## src/rtl/hol_round_judge_pkg.sv

```systemverilog
// Shared definitions for the high-or-low round judge: default codes, FSM state
// encoding and the LFSR / 0..99 mapping helpers used by the number generator.
package hol_round_judge_pkg;

    // Default block configuration
    localparam logic [2:0]  GAME_ID_HOL    = 3'b010;
    localparam logic [3:0]  KEY_HIGH_CODE  = 4'hA;
    localparam logic [3:0]  KEY_LOW_CODE   = 4'hB;
    localparam logic [6:0]  PREV_INIT_DEF  = 7'd50;
    localparam logic [7:0]  LFSR_SEED_DEF  = 8'hA5;
    localparam int unsigned POINT_HOLD_DEF = 50;

    // Round state; encodings match the display/scoring side's view of the game
    typedef enum logic [1:0] {
        StIdle     = 2'd0,
        StShow     = 2'd1,
        StJudge    = 2'd2,
        StFeedback = 2'd3
    } state_e;

    // One step of the 8-bit Fibonacci LFSR, taps 8,6,5,4 (1-based)
    function automatic logic [7:0] lfsr_next(input logic [7:0] s);
        return {s[6:0], s[7] ^ s[5] ^ s[4] ^ s[3]};
    endfunction

    // Fold a 7-bit raw value into 0..99 and step past the excluded value
    function automatic logic [6:0] map_0_99(input logic [6:0] raw, input logic [6:0] excl);
        logic [6:0] c;
        c = (raw >= 7'd100) ? raw - 7'd28 : raw;
        if (c == excl) begin
            c = (c == 7'd99) ? 7'd0 : c + 7'd1;
        end
        return c;
    endfunction

endpackage

```

## src/rtl/hol_round_judge_lfsr.sv

```systemverilog
// Random number source for the high-or-low game: a free-running 8-bit LFSR
// whose low seven bits are folded into 0..99, never equal to 'exclude'.
module hol_round_judge_lfsr
    import hol_round_judge_pkg::*;
#(
    parameter logic [7:0] LFSR_SEED = LFSR_SEED_DEF
) (
    input  logic       clk_100,
    input  logic       rst_n,
    input  logic [6:0] exclude,
    output logic [6:0] val
);

    logic [7:0] r_lfsr;

    // LFSR advances every cycle; an all-zero state (only reachable by upset) reloads the seed
    always_ff @(posedge clk_100 or negedge rst_n) begin
        if (!rst_n) begin
            r_lfsr <= LFSR_SEED;
        end else if (r_lfsr == 8'h00) begin
            r_lfsr <= LFSR_SEED;
        end else begin
            r_lfsr <= lfsr_next(r_lfsr);
        end
    end

    assign val = map_0_99(r_lfsr[6:0], exclude);

endmodule

```

## src/rtl/hol_round_judge.sv

```systemverilog
// High-or-low round judge: shows a number, latches the HIGH/LOW answer on a
// key press edge, judges it against the previous number and emits an
// active-low point strobe for POINT_HOLD cycles on a correct answer.
module hol_round_judge
    import hol_round_judge_pkg::*;
#(
    parameter logic [7:0]  LFSR_SEED  = LFSR_SEED_DEF,
    parameter logic [6:0]  PREV_INIT  = PREV_INIT_DEF,
    parameter logic [3:0]  KEY_HIGH   = KEY_HIGH_CODE,
    parameter logic [3:0]  KEY_LOW    = KEY_LOW_CODE,
    parameter int unsigned POINT_HOLD = POINT_HOLD_DEF,
    parameter logic [2:0]  GAME_ID    = GAME_ID_HOL
) (
    input  logic       clk_100,
    input  logic       rst_n,
    input  logic [2:0] game_en,
    input  logic [3:0] key,
    input  logic       pressed,
    output logic [6:0] rand_out,
    output logic       point_out
);

    localparam int unsigned CNT_W = (POINT_HOLD > 1) ? $clog2(POINT_HOLD) : 1;
    localparam logic [CNT_W-1:0] HOLD_INIT = CNT_W'(POINT_HOLD - 1);

    state_e           r_state;
    logic [6:0]       r_rand;
    logic [6:0]       r_prev;
    logic             r_point_n;
    logic             r_press_d;
    logic             r_ans_high;
    logic [CNT_W-1:0] r_cnt;

    logic       w_game_on;
    logic       w_press_evt;
    logic       w_key_answer;
    logic       w_correct;
    logic [6:0] w_exclude;
    logic [6:0] w_new_val;

    assign w_game_on    = (game_en == GAME_ID);
    assign w_press_evt  = pressed & ~r_press_d;
    assign w_key_answer = (key == KEY_HIGH) || (key == KEY_LOW);
    assign w_correct    = r_ans_high ? (r_rand > r_prev) : (r_rand < r_prev);

    // A fresh game is judged against PREV_INIT, so the first number must avoid it;
    // afterwards each new number must avoid the one it replaces.
    assign w_exclude = (r_state == StIdle) ? PREV_INIT : r_rand;

    hol_round_judge_lfsr #(
        .LFSR_SEED (LFSR_SEED)
    ) u_lfsr (
        .clk_100 (clk_100),
        .rst_n   (rst_n),
        .exclude (w_exclude),
        .val     (w_new_val)
    );

    // Delayed copy of 'pressed' so a held key yields a single press event
    always_ff @(posedge clk_100 or negedge rst_n) begin
        if (!rst_n) begin
            r_press_d <= 1'b0;
        end else begin
            r_press_d <= pressed;
        end
    end

    // Round FSM with registered number, reference value and point strobe
    always_ff @(posedge clk_100 or negedge rst_n) begin
        if (!rst_n) begin
            r_state    <= StIdle;
            r_rand     <= 7'd0;
            r_prev     <= PREV_INIT;
            r_point_n  <= 1'b1;
            r_ans_high <= 1'b0;
            r_cnt      <= '0;
        end else if (!w_game_on) begin
            // Leaving the game abandons any pulse but keeps the shown number
            r_state   <= StIdle;
            r_point_n <= 1'b1;
            r_cnt     <= '0;
        end else begin
            case (r_state)
                StIdle: begin
                    r_rand    <= w_new_val;
                    r_prev    <= PREV_INIT;
                    r_point_n <= 1'b1;
                    r_state   <= StShow;
                end
                StShow: begin
                    if (w_press_evt && w_key_answer) begin
                        r_ans_high <= (key == KEY_HIGH);
                        r_state    <= StJudge;
                    end
                end
                StJudge: begin
                    r_prev <= r_rand;
                    r_rand <= w_new_val;
                    if (w_correct) begin
                        r_cnt     <= HOLD_INIT;
                        r_point_n <= 1'b0;
                        r_state   <= StFeedback;
                    end else begin
                        r_state <= StShow;
                    end
                end
                StFeedback: begin
                    if (r_cnt == '0) begin
                        r_point_n <= 1'b1;
                        r_state   <= StShow;
                    end else begin
                        r_cnt <= r_cnt - 1'b1;
                    end
                end
                default: begin
                    r_state <= StIdle;
                end
            endcase
        end
    end

    assign rand_out  = r_rand;
    assign point_out = r_point_n;

endmodule
```

## config.mk

```make
export PLATFORM = sky130hd
export DESIGN_NAME = hol_round_judge
export DESIGN_NICKNAME = d
export VERILOG_FILES = /design/src/rtl/hol_round_judge_pkg.sv /design/src/rtl/hol_round_judge_lfsr.sv /design/src/rtl/hol_round_judge.sv
export SDC_FILE = /design/constraint.sdc
export NUM_CORES = 1
export LEC_CHECK = 0
export CAP_MARGIN = 10
export CORE_MARGIN = 2
export CORE_UTILIZATION = 51
export DETAILED_ROUTE_END_ITERATION = 10
export PLACE_DENSITY_LB_ADDON = 0.12
export SLEW_MARGIN = 20
export SYNTH_ARGS = -nofsm -noshare
export SYNTH_HDL_FRONTEND = slang
export SYNTH_SLANG_ARGS = --single-unit
```

## constraint.sdc

```tcl
create_clock -name clk_100 -period 8 [get_ports clk_100]
set_input_delay 0.8 -clock clk_100 [delete_from_list [all_inputs] [get_ports clk_100]]
set_output_delay 0.8 -clock clk_100 [all_outputs]
set_load 0.02 [all_outputs]
```

Yosys cells after proc, flatten, opt, wreduce, memory -nomap -nowiden:

Index checks and enable logic that the tools add are counted.

* output and inout bits: 8
* input bits: 10
* flip-flop bits (word level): 33
* logic and storage cells: 66

* order comparisons: 3
* reduce and logical (&&, ||, !) cells: 13
* bitwise gates (word level): 5
* equal/unequal tests: 14
* mux-type cells: 20
* $add $sub $neg: 3

Operator list (number)
* 7-bit 2-to-1 mux: 4
* 6-bit 2-to-1 mux: 3
* 7-bit one-hot mux with 2 select lines: 1
* 3-bit != test, second input constant: 4
* 6-bit one-hot mux with 2 select lines: 1
* 3-bit AND reduction: 3
* 4-bit == test, second input constant: 2
* 8-bit zero test: 1
* 2-bit 2-to-1 mux: 4
* 8-bit 2-to-1 mux: 1
* 2-bit one-hot mux with 4 select lines: 1
* 7-bit by 1-bit adder with 7-bit output, second input constant: 1
* 7-bit == test: 1
* 7-bit == test, second input constant: 1
* 7-bit >= comparator, second input constant: 1
* 7-bit > comparator: 1
* 7-bit < comparator: 1
* 7-bit by 5-bit subtractor with 7-bit output, second input constant: 1
* 6-bit zero test: 1
* 2-bit AND reduction: 3
* 6-bit by 1-bit subtractor with 6-bit output, second input constant: 1
* 2-bit == test, second input constant: 2
* 1-bit 2-to-1 mux: 4
* 4-bit by 1-bit != test with 1-bit output, second input constant: 1
* other kinds (12): 14

Longest topological paths before layout:

Gate-level depths: netlist of run 1.

* depth after elaboration: 6
* gate-level depth with buffers: 10
* mapped depth without buffers: 9

Hierarchy:

A second synthesis of run 1 with hierarchy kept.

* cell total of the unflattened synthesis: 292
* area total of the unflattened synthesis: 2537.4 um^2

Modules (own cells, without submodules)
* hol_round_judge: area each 1604.0 um^2, times used 1, cells an instance 178, seq. area each 630.6 um^2
* hol_round_judge_lfsr: area each 933.4 um^2, times used 1, cells an instance 114, seq. area each 205.2 um^2

Worst setup path after synthesis of run 1:

No wires, ideal clock.

* kind: register to register
* from: register u_lfsr.r_lfsr[2]
* to: register r_rand[2] (netlist: rand_out[2])
* data arrival time: 2.595 ns
* clock period less this slack: 2.675 ns
* slack: 5.325 ns
* cell stages (with the launch flop): 10
* buffers on the path: 0
* setup time: 0.079 ns
* data required time: 7.921 ns
* cells stage by stage: dfstp_2 inv_1 ha_1 and3_1 or3_1 a2111oi_2 o2111ai_2 nor2_4 a41o_1 a2bb2oi_1

* longest elaborated chain between the ends: 5
* elaborated cells between the ends (all ways): 8
* those cells by class: add/sub: 2; order compare: 1; eq/ne: 2; mux: 3

RTL lines
* start: declaration: line hol_round_judge_lfsr.sv:14 `logic [7:0] r_lfsr;`
* start signal: assignment: line hol_round_judge_lfsr.sv:23 `r_lfsr <= lfsr_next(r_lfsr);`
* 7-bit by 5-bit subtractor with 7-bit output / 7-bit >= comparator (equally long branches): line hol_round_judge_pkg.sv:29 `c = (raw >= 7'd100) ? raw - 7'd28 : raw;`
* 7-bit 2-to-1 mux *: line hol_round_judge_pkg.sv:29
* 7-bit by 1-bit adder with 7-bit output / 7-bit == test (equally long branches): line hol_round_judge_pkg.sv:31 `c = (c == 7'd99) ? 7'd0 : c + 7'd1;`
* 7-bit 2-to-1 mux: line hol_round_judge_pkg.sv:31
* 7-bit 2-to-1 mux *: line hol_round_judge_pkg.sv:30 `if (c == excl) begin`
* end signal: assignment: line hol_round_judge.sv:85 `r_rand <= w_new_val;`
* end signal: assignment: line hol_round_judge.sv:98 `r_rand <= w_new_val;`
* end: declaration: line hol_round_judge.sv:27 `logic [6:0] r_rand;`

Mark *: on every way between the ends. The rest lies on a longest branch, timed or not.
A chain may end at the register's enable or synchronous reset.

Worst setup path after layout of run 1:

* from: register u_lfsr.r_lfsr[2]
* to: register r_rand[5] (netlist: rand_out[5])

Same word-level chain as after synthesis.

==> flow_summary.yaml, run 1 <==
status:
  status: "finished, final reports clean"
yosys:
  yosys_register_bits: 33
  synthTopCellsByCount: "dfrtp_1, nand2_1, inv_1"
  avgSynthCellArea_um2: 8.834
  synth_area_um2: 2350
  synthDistinctLibCells: 62
  yosys_warnings: 0
  netlist_instances: 266
  synth_top_cell_area_share: 0.2662
  seq_area_frac_synth: 0.3557
  synthFlopType: "dfrtp_1"
  synth_edf_count: 0
  synth_area_leaders: "dfrtp_1, ha_1, dfstp_2"
  synth_top_cell_by_area: "dfrtp_1"
  syn_nets: 294
  async_flop_share: 1.000
die:
  start_util: 0.5360
  die_h_um: 71.88
  num_io_pins: 18
  die_area_um2: 5166
  rows: 24
  coreArea_um2: 4384
  die_w_um: 71.88
sta:
  worst_slew_pin_slew_ns: 0.6556
  slew_headroom: 0.5629
  drv_slew: 0
  max_freq_ghz: 0.3433
  fin_skew_ns: 0.01606
  period_share: 0.3641
  final-hold-violation-count: 0
  rsz0062_at_grt: "no"
  setup-tns-final_ns: 0
  holdWs_ns: 0.4780
  setup_viol: 0
  period_needed_ns: 2.912
setup_path:
  critPathMaxStageDelay_ns: 0.64
  arrival_ns: 3.08
  cp-start-kind: "flop"
  startpoint: "u_lfsr.r_lfsr[2]"
  timing.rr.start: "u_lfsr.r_lfsr[2]"
  required_ns: 8.16
  worst-setup-path-type: "reg -> reg"
  crit_chain: "inv_1 > ha_1 > and3_1 > or3_1 > a2111oi_2 > o2111ai_2 > nor2_4 > mux2i_1 > a21oi_1"
  cp-end-kind: "flop"
  path_max_fanout: 10
  crit_slowest_cell: "dfstp_2"
detailed_routing:
  drt-total-wl_um: 5233
  drc: 0
  routedWlPerCell_um: 15.57
  first_pass_iters: 4
  drtIter0Drc: 108
  antenna_left: 0
  vias: 1998
  vias_per_cell: 5.946
placement:
  post-dp-hpwl_um: 3762
  dpl_cell_area_um2: 2556
  io_buffers: 17
  gp_congestion: 0.8853
clocking:
  postCtsSetupRepairBufs: 0
  insertion_delay_ns: 0.29
  cts_buffers: 5
  clkTransAtPathRegs_ns: 0.07
  htree_levels: 2
  post_cts_resized: 0
  root_buffer: "clkbuf_8"
  clock_sinks: 33
  cts_hold_buf: 0
  cts_tree: "done"
  clk_path_buf_depth: 2
power:
  p_leak_nw: 1.160
  peakVddDrop_mv: 0.1340
  power.density_nw_per_um2: 141.5
run:
  drv_cap: 0
grt:
  grt_pass1_wl_um: 9073
  grt_usage: 0.2215
  overflow: 0
  grt_start_max_net_pins: 34
  antenna_found_initial: 0
  grt_pass1_vias: 1951
finish:
  stdcell_area_um2: 2643
  fillCellCount: 374
  antennaDiodeCount: 0
  areaGrowthSynthToFinish_pct: 12.46
  final_nets: 311
  layout-drive-gt1-share: 0.08803
worst_hold_path:
  worstHoldPathType: "reg -> reg"
  holdCritStartpoint: "r_prev[1]"
-- layer usage --
metal | GRT usage | part of all wire | vias to the layer above
li1 | - | - | 994
met1 | 0.3097 | 0.49 | 959
met2 | 0.3467 | 0.46 | 36
met3 | 0.03657 | 0.039 | 9
met4 | 0.08176 | 0.017 | 0
met5 | 0 | 0 | -
-- report_power, final --
part	leakage, nW	switching (mW)	internal (mW)	total [mW]
Combinational	0.714	0.0353	0.0294	0.0647
Clock	0.0450	0.0643	0.0604	0.125
Sequential	0.401	0.0108	0.174	0.185
Total	1.16	0.110	0.264	0.374
-- cell usage in the layout, fill, tap and decap left out, types with 2 or more instances in the layout --
cell             Yosys  layout
a211oi_1             2       2
a21o_1               3       3
a21oi_1             19      19
a31oi_1              5       5
and2_1               7       7
and3_1               3       3
and4_1               2       2
buf_4                0       2
clkbuf_8             0       5
clkdlybuf4s50_1      0      17
clkinv_2             0       2
dfrtp_1             25      25
dfstp_2              8       8
ha_1                18      18
inv_1               23      23
mux2i_1              5       5
nand2_1             25      25
nand2b_1             4       4
nand3_1              4       4
nand3b_1             3       3
nand4_1              4       4
nor2_1              20      20
nor3_1               6       6
nor3b_1              3       3
nor4bb_1             2       2
o2111ai_1            2       2
o211ai_1             4       4
o21ai_0              4       4
o21ai_1             11      10
o221ai_1             2       2
o22ai_1              2       2
o311ai_1             3       3
or3_1                3       3
xnor2_1              4       4
xor2_1               3       3
-- flip-flops by register name, summed over array words and instances (netlist names) --
register / flops
r_state: 2
r_ans_high: 1
r_prev: 7
point_out: 1
r_cnt: 6
u_lfsr.r_lfsr: 8
r_press_d: 1
rand_out: 7
-- through the flow --
step                total power [mW]  utilization  setup WS [ns]  std cells
finish                        0.3739       0.6027          5.088        336
floorplan                     0.2216            -          5.325        266
detailed placement            0.2514       0.5830          5.109        328
global placement              0.2513       0.5830          5.163        328
global route                  0.3918       0.6027          4.921        336
CTS                           0.3761       0.6019          5.090        336
-- critical path, delay by kind of cell (launching register included) --
family | cells | cell delay (ns)
muxes | 1 | 0.23
adders and majority gates | 1 | 0.32
and+or+nand+nor | 3 | 0.81
DFF | 1 | 0.64
AOI/OAI and AO/OA | 3 | 0.71
buffers and inverters | 1 | 0.09
-- final timing paths --
path,end,slack [ns],cells after the start
max,rand_out[5],5.09,9
max in group asynchronous,r_prev[5],6.74,2
max reg2reg,rand_out[5],5.09,9
min in group asynchronous,r_cnt[0],0.92,2
min,r_prev[1],0.48,2
min reg2reg,r_prev[1],0.48,2
-- cell families (layout without fill, tap and decap cells) --
logic type / after synthesis / in the layout / synth area share
adder cells (fa/ha/maj): 18 / 18 / 0.09585
XOR/XNOR: 7 / 7 / 0.02609
multiplexers: 6 / 6 / 0.02609
flip-flops: 33 / 33 / 0.3557
buffers and inverters: 34 / 52 / 0.05857
AND/OR/NAND/NOR: 93 / 93 / 0.2098
AO/OA/AOI/OAI: 75 / 75 / 0.2279
-- layout make-up --
| type | count | area [um2] | share of cell area |
|---|---|---|---|
| multi-input combinational | 199 | 1380 | 0.5223 |
| sequential | 33 | 835.8 | 0.3163 |
| timing repair buffer | 19 | 185.2 | 0.07008 |
| inverter | 25 | 93.84 | 0.03551 |
| clock buffer | 6 | 72.57 | 0.02746 |
| tap | 52 | 65.06 | 0.02462 |
| clock inverter | 2 | 10.01 | 0.003788 |
Note: power is estimated with default switching activity, not from simulation.
==> inputs of run 2 (changes only) <==
- clock period: 8 -> 2.85 ns (I/O delays scaled with it)
==> flow_summary.yaml, run 2 (synthesis results as in run 1) <==
status:
  status: "finished, final reports clean"
finish:
  areaGrowthSynthToFinish_pct: 17.04
  layout-drive-gt1-share: 0.1207
  top_register: "u_lfsr.r_lfsr"
  final_cells: 342
  fin_util: 0.6273
  largest_reg_flops: 8
  final_cell_mix: "nand2_1, dfrtp_1, inv_1"
  antennaDiodeCount: 0
  final_nets: 317
grt:
  overflow: 0
  antenna_found_initial: 0
  grt_pass1_vias: 2007
  gr-usage-met1: 0.3208
  grt_pass1_wl_um: 9390
  grt.met3_usage: 0.04923
  grt_usage: 0.2311
  grt_start_max_net_pins: 34
  grt-busiest-layer: "met2"
  grt.met2_usage: 0.3601
setup_path:
  cp-end-kind: "flop"
  required_ns: 2.99
  worst-path-buf-inv: 1
  arrival_ns: 2.86
  critPathMaxStageDelay_ns: 0.53
  crit_slowest_cell: "dfstp_2"
  cp-start-kind: "flop"
  crit_family: "compound AO/OA/AOI/OAI gates"
  crit_chain: "inv_1 > ha_1 > and3_4 > or3_4 > a2111oi_4 > o2111ai_2 > o311ai_1 > o211ai_1"
  worst-setup-path-type: "reg -> reg"
  path_max_fanout: 4
clocking:
  cts_hold_buf: 0
  insertion_delay_ns: 0.29
  clk_path_buf_depth: 2
  cts_buffers: 5
  clock_sinks: 33
  htree_levels: 2
  root_buffer: "clkbuf_8"
  cts_tree: "done"
  clkTransAtPathRegs_ns: 0.08
die:
  die_area_um2: 5166
  rows: 24
  num_io_pins: 18
  coreArea_um2: 4384
  start_util: 0.5360
  die_h_um: 71.88
  die_w_um: 71.88
sta:
  drv_slew: 0
  holdWs_ns: 0.3998
  setup-tns-final_ns: 0
  fin_skew_ns: 0.009149
  rsz0062_at_grt: "no"
  period_needed_ns: 2.722
  worst_slew_pin_slew_ns: 0.6627
  period_share: 0.9550
  slew_headroom: 0.5582
  final-hold-violation-count: 0
  max_freq_ghz: 0.3674
  setup_viol: 0
detailed_routing:
  vias: 2024
  vias_per_cell: 5.918
  drtIter0Drc: 151
  drc: 0
  routedWlPerCell_um: 15.97
  drt-total-wl_um: 5463
  antenna_left: 0
  first_pass_iters: 4
placement:
  post-dp-hpwl_um: 3902
  dp.cells: 333
  gp_congestion: 0.8485
  io_buffers: 17
worst_hold_path:
  worstHoldPathType: "in -> async"
run:
  drv_cap: 0
power:
  peakVddDrop_mv: 0.3447
  p_leak_nw: 1.202
  power.density_nw_per_um2: 428.5
run 2: area by class of cell:
class / instances / area (um2)
well taps: 52 / 65.06
clock inverters: 2 / 37.54
repair buffers: 25 / 230.2
flip-flops and latches: 33 / 835.8
multi-input cells: 199 / 1405
clock buffers: 6 / 82.58
inverters: 25 / 93.84
fillers: 385 / 1634
run 2: metal layers:
layer | part of all wire | up-vias
li1 | - | 1013
met1 | 0.49 | 967
met2 | 0.47 | 36
met3 | 0.035 | 8
met4 | 0.0099 | 0
met5 | 0 | -
run 2: worst reg2reg max path, cell delays in order, from the launching register on:
cell and delay (ns):
dfstp_2 0.53, inv_1 0.05, ha_1 0.32, and3_4 0.18, or3_4 0.37, a2111oi_4 0.36
o2111ai_2 0.22, o311ai_1 0.39, o211ai_1 0.14
run 2: power by group:
group | internal (mW) | switching (mW)
Combinational | 0.0859 | 0.104
Sequential | 0.488 | 0.0272
Clock | 0.285 | 0.189
run 2: worst paths after layout:
path | slack (ns) | endpoint | depth (start not counted) | startpoint
max in group asynchronous | 2.11 | u_lfsr.r_lfsr[0] | 2 | rst_n
hold / removal | 0.40 | u_lfsr.r_lfsr[3] | 2 | rst_n
setup / recovery | 0.13 | rand_out[6] | 8 | u_lfsr.r_lfsr[2]
min in group clk_100 | 0.45 | r_press_d | 1 | pressed
setup reg to reg | 0.13 | rand_out[6] | 8 | u_lfsr.r_lfsr[2]
hold reg to reg | 0.49 | r_prev[4] | 2 | r_prev[4]
run 2: timing repair:
action,in CTS,in global routing
setup endpoints to repair,0,7
endpoints found under the hold margin,0,0
setup buffers,0,1
resized for setup,0,4
run 2: metrics by stage:
stage | power, mW | worst slack [ns] | instance area, um2
final | 1.178 | 0.1281 | 2750
after global routing | 1.231 | 0.02886 | 2750
after CTS | 1.186 | 0.04462 | 2714
after detailed placement | 0.7088 | 0.1102 | 2594
after global placement | 0.7084 | 0.1652 | 2594
after floorplan | 0.6220 | 0.1751 | 2350
